`src/rtl/booth_mul_sink_if.sv`:
```
// Operand/product stream bundle for booth_mul_sink.
// The master drives operands and accepts products; the slave is the multiplier.
interface booth_mul_sink_if #(
    parameter int unsigned BOOTH_DATA_IN_WD     = 100,
    parameter int unsigned BOOTH_DATA_IN_VLD_WD = 1,
    parameter int unsigned BOOTH_DATA_IN_RDY_WD = 1
);
    logic [BOOTH_DATA_IN_WD-1:0]     booth_data_in;
    logic [BOOTH_DATA_IN_VLD_WD-1:0] booth_data_in_vld;
    logic [BOOTH_DATA_IN_RDY_WD-1:0] booth_data_in_rdy;
    logic [BOOTH_DATA_IN_WD-1:0]     booth_data_out;
    logic                            booth_data_out_vld;
    logic                            booth_data_out_rdy;

    modport master (
        output booth_data_in,
        output booth_data_in_vld,
        input  booth_data_in_rdy,
        input  booth_data_out,
        input  booth_data_out_vld,
        output booth_data_out_rdy
    );

    modport slave (
        input  booth_data_in,
        input  booth_data_in_vld,
        output booth_data_in_rdy,
        output booth_data_out,
        output booth_data_out_vld,
        input  booth_data_out_rdy
    );
endinterface

```
`src/rtl/booth_mul_sink.sv`:
```
// Sequential radix-4 signed Booth multiplier: one operand pair per handshake,
// one Booth digit per cycle, full-width signed product on a valid/ready output.
module booth_mul_sink #(
    parameter int unsigned BOOTH_DATA_IN_WD     = 100,
    parameter int unsigned BOOTH_DATA_IN_VLD_WD = 1,
    parameter int unsigned BOOTH_DATA_IN_RDY_WD = 1
) (
    input logic             clk,
    input logic             rst_n,
    booth_mul_sink_if.slave bus
);
    localparam int unsigned OP_WD  = BOOTH_DATA_IN_WD / 2;
    localparam int unsigned PR_WD  = 2 * OP_WD;
    localparam int unsigned N_DIG  = OP_WD / 2;
    localparam int unsigned CNT_WD = $clog2(N_DIG + 1);
    localparam logic [CNT_WD-1:0] LAST_CNT = CNT_WD'(N_DIG - 1);

    if (BOOTH_DATA_IN_VLD_WD != 1 || BOOTH_DATA_IN_RDY_WD != 1 ||
        (BOOTH_DATA_IN_WD % 4) != 0 || BOOTH_DATA_IN_WD < 8) begin : g_bad_param
        $error("booth_mul_sink: unsupported parameter set");
    end

    typedef enum logic [1:0] {StIdle, StCalc, StDone} state_e;

    state_e              state_q;
    logic [OP_WD-1:0]    a_q;
    logic [OP_WD-1:0]    b_q;
    logic                prev_q;
    logic [CNT_WD-1:0]   cnt_q;
    logic [PR_WD-1:0]    acc_q;
    logic [PR_WD-1:0]    out_q;
    logic                in_rdy_q;
    logic                out_vld_q;

    logic [PR_WD-1:0]    a_ext;
    logic [PR_WD-1:0]    pp;
    logic [PR_WD-1:0]    acc_nxt;

    // Partial product for the current digit, weighted by 4^cnt; the
    // accumulator wraps modulo 2^PR_WD, which is exact for signed operands.
    always_comb begin
        a_ext = {{(PR_WD - OP_WD){a_q[OP_WD-1]}}, a_q};
        case ({b_q[1:0], prev_q})
            3'b001, 3'b010: pp = a_ext;
            3'b011:         pp = a_ext << 1;
            3'b100:         pp = -(a_ext << 1);
            3'b101, 3'b110: pp = -a_ext;
            default:        pp = '0;
        endcase
        acc_nxt = acc_q + (pp << {cnt_q, 1'b0});
    end

    always_ff @(posedge clk or negedge rst_n) begin
        if (!rst_n) begin
            state_q   <= StIdle;
            a_q       <= '0;
            b_q       <= '0;
            prev_q    <= 1'b0;
            cnt_q     <= '0;
            acc_q     <= '0;
            out_q     <= '0;
            in_rdy_q  <= 1'b1;
            out_vld_q <= 1'b0;
        end else begin
            case (state_q)
                StIdle: begin
                    if (bus.booth_data_in_vld[0] && in_rdy_q) begin
                        a_q      <= bus.booth_data_in[PR_WD-1:OP_WD];
                        b_q      <= bus.booth_data_in[OP_WD-1:0];
                        prev_q   <= 1'b0;
                        acc_q    <= '0;
                        cnt_q    <= '0;
                        in_rdy_q <= 1'b0;
                        state_q  <= StCalc;
                    end
                end
                StCalc: begin
                    acc_q  <= acc_nxt;
                    prev_q <= b_q[1];
                    b_q    <= {{2{b_q[OP_WD-1]}}, b_q[OP_WD-1:2]};
                    cnt_q  <= cnt_q + 1'b1;
                    if (cnt_q == LAST_CNT) begin
                        out_q     <= acc_nxt;
                        out_vld_q <= 1'b1;
                        state_q   <= StDone;
                    end
                end
                StDone: begin
                    if (bus.booth_data_out_rdy) begin
                        out_vld_q <= 1'b0;
                        in_rdy_q  <= 1'b1;
                        state_q   <= StIdle;
                    end
                end
                default: state_q <= StIdle;
            endcase
        end
    end

    assign bus.booth_data_in_rdy  = in_rdy_q;
    assign bus.booth_data_out     = out_q;
    assign bus.booth_data_out_vld = out_vld_q;
endmodule

```
`src/flat_wrapper.sv`:
```
// flat-port wrapper written by rule: the top's interface ports become plain ports
module booth_mul_sink_flat 
#(
    parameter int unsigned BOOTH_DATA_IN_WD     = 100,
    parameter int unsigned BOOTH_DATA_IN_VLD_WD = 1,
    parameter int unsigned BOOTH_DATA_IN_RDY_WD = 1
)
  (clk, rst_n, bus_booth_data_in, bus_booth_data_in_vld, bus_booth_data_in_rdy, bus_booth_data_out, bus_booth_data_out_vld, bus_booth_data_out_rdy);
  booth_mul_sink_if #(.BOOTH_DATA_IN_WD(BOOTH_DATA_IN_WD), .BOOTH_DATA_IN_VLD_WD(BOOTH_DATA_IN_VLD_WD), .BOOTH_DATA_IN_RDY_WD(BOOTH_DATA_IN_RDY_WD)) bus_i ();
  input logic clk;
  input logic rst_n;
  input wire logic [$bits(bus_i.booth_data_in)-1:0] bus_booth_data_in;
  input wire logic [$bits(bus_i.booth_data_in_vld)-1:0] bus_booth_data_in_vld;
  output wire logic [$bits(bus_i.booth_data_in_rdy)-1:0] bus_booth_data_in_rdy;
  output wire logic [$bits(bus_i.booth_data_out)-1:0] bus_booth_data_out;
  output wire logic [$bits(bus_i.booth_data_out_vld)-1:0] bus_booth_data_out_vld;
  input wire logic [$bits(bus_i.booth_data_out_rdy)-1:0] bus_booth_data_out_rdy;
  assign bus_i.booth_data_in = bus_booth_data_in;
  assign bus_i.booth_data_in_vld = bus_booth_data_in_vld;
  assign bus_booth_data_in_rdy = bus_i.booth_data_in_rdy;
  assign bus_booth_data_out = bus_i.booth_data_out;
  assign bus_booth_data_out_vld = bus_i.booth_data_out_vld;
  assign bus_i.booth_data_out_rdy = bus_booth_data_out_rdy;
  booth_mul_sink #(.BOOTH_DATA_IN_WD(BOOTH_DATA_IN_WD), .BOOTH_DATA_IN_VLD_WD(BOOTH_DATA_IN_VLD_WD), .BOOTH_DATA_IN_RDY_WD(BOOTH_DATA_IN_RDY_WD)) u_core (.clk(clk), .rst_n(rst_n), .bus(bus_i));
endmodule
```
`config.mk`:
```
export PLATFORM = sky130hd
export DESIGN_NAME = booth_mul_sink_flat
export DESIGN_NICKNAME = d
export VERILOG_FILES = /design/src/rtl/booth_mul_sink_if.sv /design/src/rtl/booth_mul_sink.sv /design/src/flat_wrapper.sv
export SDC_FILE = /design/constraint.sdc
export NUM_CORES = 1
export LEC_CHECK = 0
export ABC_AREA = 1
export CAP_MARGIN = 20
export CORE_MARGIN = 2
export CORE_UTILIZATION = 61
export CTS_BUF_LIST = sky130_fd_sc_hd__clkbuf_2 sky130_fd_sc_hd__clkbuf_4 sky130_fd_sc_hd__clkbuf_8
export CTS_CLUSTER_DIAMETER = 150
export DETAILED_ROUTE_END_ITERATION = 10
export PLACE_DENSITY = 0.83
export SETUP_SLACK_MARGIN = 0.5
export SLEW_MARGIN = 25
export SYNTH_ARGS = -nofsm -noshare
export SYNTH_HDL_FRONTEND = slang
export SYNTH_SLANG_ARGS = --single-unit
```
`constraint.sdc`:
```
create_clock -name clk -period 4.8 [get_ports clk]
set_input_delay 0.96 -clock clk [delete_from_list [all_inputs] [get_ports clk]]
set_output_delay 0.96 -clock clk [all_outputs]
set_load 0.1 [all_outputs]
```
==> metrics.txt, run 1 <==
# TYPE chip_impl_metric gauge
chip_impl_metric{name="first_global_vias",unit=""} 40889
chip_impl_metric{name="xor_xnor_portion_of_the_synthesized_cell_area",unit="%"} 3.10
chip_impl_metric{name="dieHeight",unit="microns"} 208
chip_impl_metric{name="cts_max_level",unit=""} 2
chip_impl_metric{name="syn_nets",unit=""} 4133
chip_impl_metric{name="ctsLongestPathBuffers",unit=""} 3
chip_impl_metric{name="syn_area_per_cell",unit="sq um"} 6.47
chip_impl_metric{name="gr-total-overflow",unit=""} 4
chip_impl_info{name="synthFlopType",value="dfrtp_1"} 1
chip_impl_info{name="post-synth-top-area-cell",value="dfrtp_1"} 1
chip_impl_metric{name="initial_cell_density_of_the_core",unit="%"} 62.0
chip_impl_info{name="synthTopCellsByArea",value="dfrtp_1 (30%), nand2_1 (16%), nor2_1 (7.9%), inv_1 (5.8%), nand3_1 (5.6%)"} 1
chip_impl_metric{name="synth-compound-area-share",unit="%"} 19.0
chip_impl_metric{name="grt_start_max_net_pins",unit=""} 152
chip_impl_metric{name="rows",unit=""} 74
chip_impl_metric{name="wire_length_of_the_first_global_routing_pass",unit="mm"} 240
chip_impl_metric{name="number_of_enable_type_register_cells_in_the_synthesized_netlist",unit=""} 0
chip_impl_info{name="last-stage-reached",value="5_1_grt"} 1
chip_impl_metric{name="ys_types",unit=""} 66
chip_impl_metric{name="ios",unit=""} 206
chip_impl_metric{name="dp.cells",unit=""} 5313
chip_impl_metric{name="numCtsBuffers",unit=""} 52
chip_impl_metric{name="synth-adder-area-share",unit="%"} 5.11
chip_impl_metric{name="synth.area.mux_share",unit="%"} 0.444
chip_impl_metric{name="synth-seq-cells",unit=""} 310
chip_impl_metric{name="synthesis.instances",unit=""} 3926
chip_impl_metric{name="asyncSetResetFlopFracSynth",unit="%"} 100
chip_impl_info{name="clock_tree.root_cell",value="clkbuf_8"} 1
chip_impl_metric{name="track_usage",unit="%"} 72.4
chip_impl_metric{name="fp.dieW",unit="microns"} 208
chip_impl_metric{name="ys.warnings.count",unit=""} 0
chip_impl_metric{name="port_buffers",unit=""} 205
chip_impl_metric{name="yosys.area_share.simple",unit="%"} 33.4
chip_impl_info{name="error_line",value="[ERROR GRT-0116] Global routing finished with congestion. Check the congestion regions in the DRC Viewer."} 1
chip_impl_metric{name="clock_sinks",unit=""} 310
chip_impl_metric{name="detailedPlacementHpwl",unit="mm"} 84.0
chip_impl_metric{name="mappedNetlistArea",unit="sq um"} 25400
chip_impl_metric{name="gpl.final_weighted_congestion",unit=""} 1.22
chip_impl_metric{name="synth_largest_type_area_fraction",unit="%"} 30.5
chip_impl_metric{name="postCtsHoldBufs",unit=""} 0
chip_impl_info{name="main_combinational_cell_family_by_area_after_synthesis",value="simple AND/OR/NAND/NOR gates"} 1
chip_impl_metric{name="yosysSeqAreaShare",unit="%"} 30.6
chip_impl_info{name="run_status",value="did not finish"} 1
==> logic make-up after synthesis <==
| kind of cell | count (synthesis) |
|---|---|
| simple gates | 2031 |
| compound gates | 826 |
| buf+inv | 556 |
| flops | 310 |
| fa+ha+maj | 103 |
| xor+xnor | 89 |
| mux | 11 |
==> repair_timing <==
item,in CTS
gates resized for setup,605
gates cloned,0
setup endpoints to repair,180
pin swaps,196
setup buffers,80
==> synthesized netlist by cell type, types with 8 or more instances <==
library cell	count
a31oi_1	33
a21oi_1	230
nor2_2	11
ha_1	102
nor2_4	8
a21o_1	9
nor4_1	15
nand3b_1	20
buf_2	26
a32o_1	23
nand2_1	1055
a21oi_2	9
inv_1	392
nor3_1	15
o22ai_1	83
o21ai_0	274
clkbuf_1	93
dfrtp_1	309
nand2_2	8
xor2_1	62
nor2_1	531
nand3_1	286
o21a_1	31
mux2i_1	9
o21ai_1	54
or2_1	16
inv_2	14
o2111ai_1	18
o21bai_1	8
buf_1	27
o211ai_1	13
xnor2_1	26
or2_2	25
nand4_1	27
==> metal layers <==
layer / GRT usage, % / overflow
met5: 24.6 / 0
met4: 69.9 / 3
met3: 52.8 / 1
met2: 91.9 / 0
met1: 73.6 / 0
==> through the flow <==
| step | area, sq um | setup WS, ps | utilization [%] |
|---|---|---|---|
| after floorplan | 25400 | 501 | - |
| after global placement | 33700 | -988 | 82.5 |
| after detailed placement | 33700 | -1020 | 82.5 |
| after CTS | 37800 | -169 | 92.4 |
==> run 2, diff against run 1 <==
- CORE_UTILIZATION: 61 -> 40
- CTS_BUF_LIST: sky130_fd_sc_hd__clkbuf_2 sky130_fd_sc_hd__clkbuf_4 sky130_fd_sc_hd__clkbuf_8 -> not set
- CTS_CLUSTER_DIAMETER: 150 -> not set
- PLACE_DENSITY: 0.83 -> not set
- PLACE_DENSITY_LB_ADDON: not set -> 0.15
- SETUP_SLACK_MARGIN: 0.5 -> not set
==> run 2 against run 1 <==
Compared with the run above:
- the flow now finishes, with violations (setup timing)
- synthesized cell count is the same
- area after synthesis is the same
==> metrics.txt, run 2 <==
# TYPE chip_impl_metric gauge
chip_impl_info{name="run_status",value="finished, violations left"} 1
chip_impl_info{name="violated_checks",value="setup timing"} 1
chip_impl_info{name="yosysMostFrequentCell",value="nand2_1"} 1
chip_impl_metric{name="synth_largest_type_area_fraction",unit="%"} 30.5
chip_impl_metric{name="number_of_enable_type_register_cells_in_the_synthesized_netlist",unit=""} 0
chip_impl_info{name="synthTopCellsByArea",value="dfrtp_1 (30%), nand2_1 (16%), nor2_1 (7.9%), inv_1 (5.8%), nand3_1 (5.6%)"} 1
chip_impl_metric{name="yosysSeqAreaShare",unit="%"} 30.6
chip_impl_info{name="cp_launch_type",value="flip-flop"} 1
chip_impl_metric{name="post_route_cells_drive_above_1_share",unit="%"} 47.7
chip_impl_metric{name="multi_input_comb_area",unit="sq um"} 22600
chip_impl_metric{name="grt_met3_usage",unit="%"} 4.85
chip_impl_info{name="mostFrequentLayoutCell",value="buf_4"} 1
chip_impl_metric{name="initial_cell_density_of_the_core",unit="%"} 40.3
chip_impl_info{name="post-synth-top-area-cell",value="dfrtp_1"} 1
chip_impl_metric{name="final-max-slew-violation-count",unit=""} 0
chip_impl_metric{name="drv.max_cap_violation_count",unit=""} 0
chip_impl_info{name="reg2reg_from",value="u_core.a_q[17]$_DFFE_PN0P_"} 1
chip_impl_info{name="critPathKind",value="reg2reg"} 1
chip_impl_metric{name="asyncSetResetFlopFracSynth",unit="%"} 100
chip_impl_metric{name="final.setup_skew",unit="ps"} 18.5
chip_impl_metric{name="ios",unit=""} 206
chip_impl_metric{name="antenna_cells_inserted",unit=""} 0
chip_impl_metric{name="final_hold_viol_count",unit=""} 0
chip_impl_metric{name="clkLatencyLatePin",unit="ps"} 590
chip_impl_metric{name="layout-area-overhead-vs-synth",unit="%"} 77.6
chip_impl_metric{name="final_core_util",unit="%"} 71.6
chip_impl_info{name="synthFlopType",value="dfrtp_1"} 1
chip_impl_metric{name="synthesis.instances",unit=""} 3926
chip_impl_metric{name="routed-via-count",unit=""} 32985
chip_impl_metric{name="syn_nets",unit=""} 4133
chip_impl_metric{name="wire_length_of_the_first_global_routing_pass",unit="mm"} 172
chip_impl_metric{name="syn_area_per_cell",unit="sq um"} 6.47
chip_impl_metric{name="final_critical_path_setup_slack",unit="ps"} -356
chip_impl_metric{name="clock_sinks",unit=""} 310
chip_impl_metric{name="track_usage",unit="%"} 33.3
chip_impl_metric{name="sequential_cell_area",unit="sq um"} 7770
chip_impl_info{name="critPathCaptureType",value="flip-flop"} 1
chip_impl_metric{name="synth-seq-cells",unit=""} 310
chip_impl_info{name="most-common-layout-cells",value="buf_4 (894), nand2_1 (794), nor2_1 (317)"} 1
chip_impl_info{name="grt_most_used_layer",value="met2"} 1
chip_impl_metric{name="critical-path-max-stage-delay",unit="ps"} 450
chip_impl_info{name="tritoncts_clock_tree",value="done"} 1
chip_impl_metric{name="wire_per_inst",unit="microns"} 20.8
chip_impl_metric{name="num-nets-final",unit=""} 5285
chip_impl_metric{name="drt-pass1-iter-count",unit=""} 5
chip_impl_metric{name="final.fill_count",unit=""} 4912
chip_impl_metric{name="wirelength",unit="mm"} 124
chip_impl_metric{name="die-area",unit="sq um"} 65500
chip_impl_metric{name="route.detailed.vias_per_inst",unit=""} 5.54
chip_impl_metric{name="gpl.final_weighted_congestion",unit=""} 1.03
chip_impl_metric{name="dieHeight",unit="microns"} 256
chip_impl_metric{name="finalCritPeriodShare",unit="%"} 107
chip_impl_metric{name="clk_pin_slew_worst_paths",unit="ps"} 60
chip_impl_metric{name="finalSetupViolCount",unit=""} 124
chip_impl_metric{name="first_global_vias",unit=""} 30202
chip_impl_metric{name="residual_drc",unit=""} 0
chip_impl_metric{name="fp.dieW",unit="microns"} 256
chip_impl_metric{name="highest_net_fanout_along_the_worst_path",unit=""} 4
chip_impl_metric{name="port_buffers",unit=""} 205
chip_impl_metric{name="mappedNetlistArea",unit="sq um"} 25400
chip_impl_metric{name="rows",unit=""} 92
chip_impl_metric{name="worst-r2r-setup-slack",unit="ps"} -360
chip_impl_metric{name="fmax",unit="GHz"} 0.194
chip_impl_metric{name="ctsLongestPathBuffers",unit=""} 3
chip_impl_metric{name="final_antenna_net_count",unit=""} 0
chip_impl_metric{name="r2r.worst_path.cells",unit=""} 33
chip_impl_metric{name="worst_pin_slew",unit="ps"} 1040
chip_impl_metric{name="grtUsageMet1",unit="%"} 46.2
chip_impl_metric{name="ys.warnings.count",unit=""} 0
chip_impl_info{name="worst_r2r_endpoint",value="u_core.bus.booth_data_out[74]$_DFFE_PN0P_"} 1
chip_impl_metric{name="arrival",unit="ps"} 5670
chip_impl_info{name="grt_setup_unrepaired",value="yes"} 1
chip_impl_metric{name="use_met2",unit="%"} 53.2
chip_impl_info{name="timing.critical_path.mode_cell",value="nand2_1"} 1
chip_impl_info{name="critPathSlowestCell",value="dfrtp_2"} 1
chip_impl_metric{name="detailedPlacementHpwl",unit="mm"} 85.7
chip_impl_metric{name="initial_antenna_violation_count",unit=""} 0
chip_impl_metric{name="numCtsBuffers",unit=""} 38
chip_impl_metric{name="gr-total-overflow",unit=""} 0
chip_impl_metric{name="drt_iter0_markers",unit=""} 3082
chip_impl_metric{name="worst_ep_required_time",unit="ps"} 5310
chip_impl_info{name="kind_of_path_behind_the_tightest_hold_check",value="in2async"} 1
chip_impl_metric{name="timing.hold.ws",unit="ps"} 456
chip_impl_metric{name="post-route-min-period",unit="ps"} 5160
chip_impl_metric{name="core",unit="sq um"} 63000
chip_impl_metric{name="ys_types",unit=""} 66
chip_impl_metric{name="cts_max_level",unit=""} 2
chip_impl_info{name="clock_tree.root_cell",value="clkbuf_16"} 1
chip_impl_metric{name="slew_headroom",unit="%"} 30.5
chip_impl_info{name="synth_common_cells",value="nand2_1 (1,055), nor2_1 (531), inv_1 (392), dfrtp_1 (309), nand3_1 (286)"} 1
chip_impl_metric{name="grt_start_max_net_pins",unit=""} 106
==> run 2: cell counts after synthesis <==
Identical to the previous run, type by type.
==> run 2: worst max-delay path: cells and delay by family, from the launching register on <==
family          cells  cell delay, ps
simple gates       24            2890
buf+inv             6             830
flops               1             450
fa+ha+maj           1             450
compound gates      2             440
==> run 2: metal layers <==
metal  vias up  wire [microns]
met5         -               0
met4         0            6910
met3       394            9790
met2      1435           56100
met1     15829           51300
li1      15327               -
==> run 2: cells by family after synthesis <==
group | after synthesis | synth area share [%]
adder cells (fa/ha/maj) | 103 | 5.11
AND/OR/NAND/NOR | 2031 | 33.4
flip-flops | 310 | 30.6
AO/OA/AOI/OAI | 826 | 19.0
multiplexers | 11 | 0.444
buffers and inverters | 556 | 8.38
XOR/XNOR | 89 | 3.10
==> run 2: final cells by class <==
type,count,share of cell area (%)
Sequential cell,310,17.2
Multi-Input combinational cell,3060,50.1
Inverter,408,3.45
Tap cell,846,2.35
Timing Repair Buffer,1260,23.9
Clock buffer,46,2.31
Clock inverter,22,0.674
==> run 2: repair_timing <==
item | CTS | global route
endpoints found under the setup margin | 159 | 163
buffers inserted | 75 | 166
resized for setup | 597 | 1344
pin swaps | 152 | 295
endpoints found under the hold margin | 0 | 0
hold buffers | 0 | 0
==> run 2: worst max path at each step <==
stage	start	endpoint	slack, ps	cells after the start
after floorplan	u_core.a_q[1]$_DFFE_PN0P_	u_core.bus.booth_data_out[98]$_DFFE_PN0P_	500	32
after global placement	u_core.a_q[0]$_DFFE_PN0P_	u_core.acc_q[58]$_DFFE_PN0P_	-890	30
after detailed placement	u_core.a_q[0]$_DFFE_PN0P_	u_core.bus.booth_data_out[58]$_DFFE_PN0P_	-1010	30
after CTS	u_core.a_q[1]$_DFFE_PN0P_	u_core.acc_q[93]$_DFFE_PN0P_	-160	38
after global routing	u_core.a_q[0]$_DFFE_PN0P_	u_core.acc_q[65]$_DFFE_PN0P_	-590	32
final	u_core.a_q[17]$_DFFE_PN0P_	u_core.bus.booth_data_out[74]$_DFFE_PN0P_	-360	33
==> run 2: through the flow <==
stage | cell area, sq um | worst slack (ps) | TNS [ps] | std cells
2_1_floorplan | 25400 | 501 | 0 | 3926
3_3_place_gp | 34400 | -888 | -84530 | 5656
3_5_place_dp | 34400 | -1010 | -93830 | 5656
4_1_cts | 38600 | -164 | -6490 | 5797
5_1_grt | 45100 | -592 | -49030 | 5952
6_report | 45100 | -356 | -20590 | 5952
Power of run 2 is not shown: default switching activity piles up to over one toggle a cycle in this logic, so the estimate is an artifact.
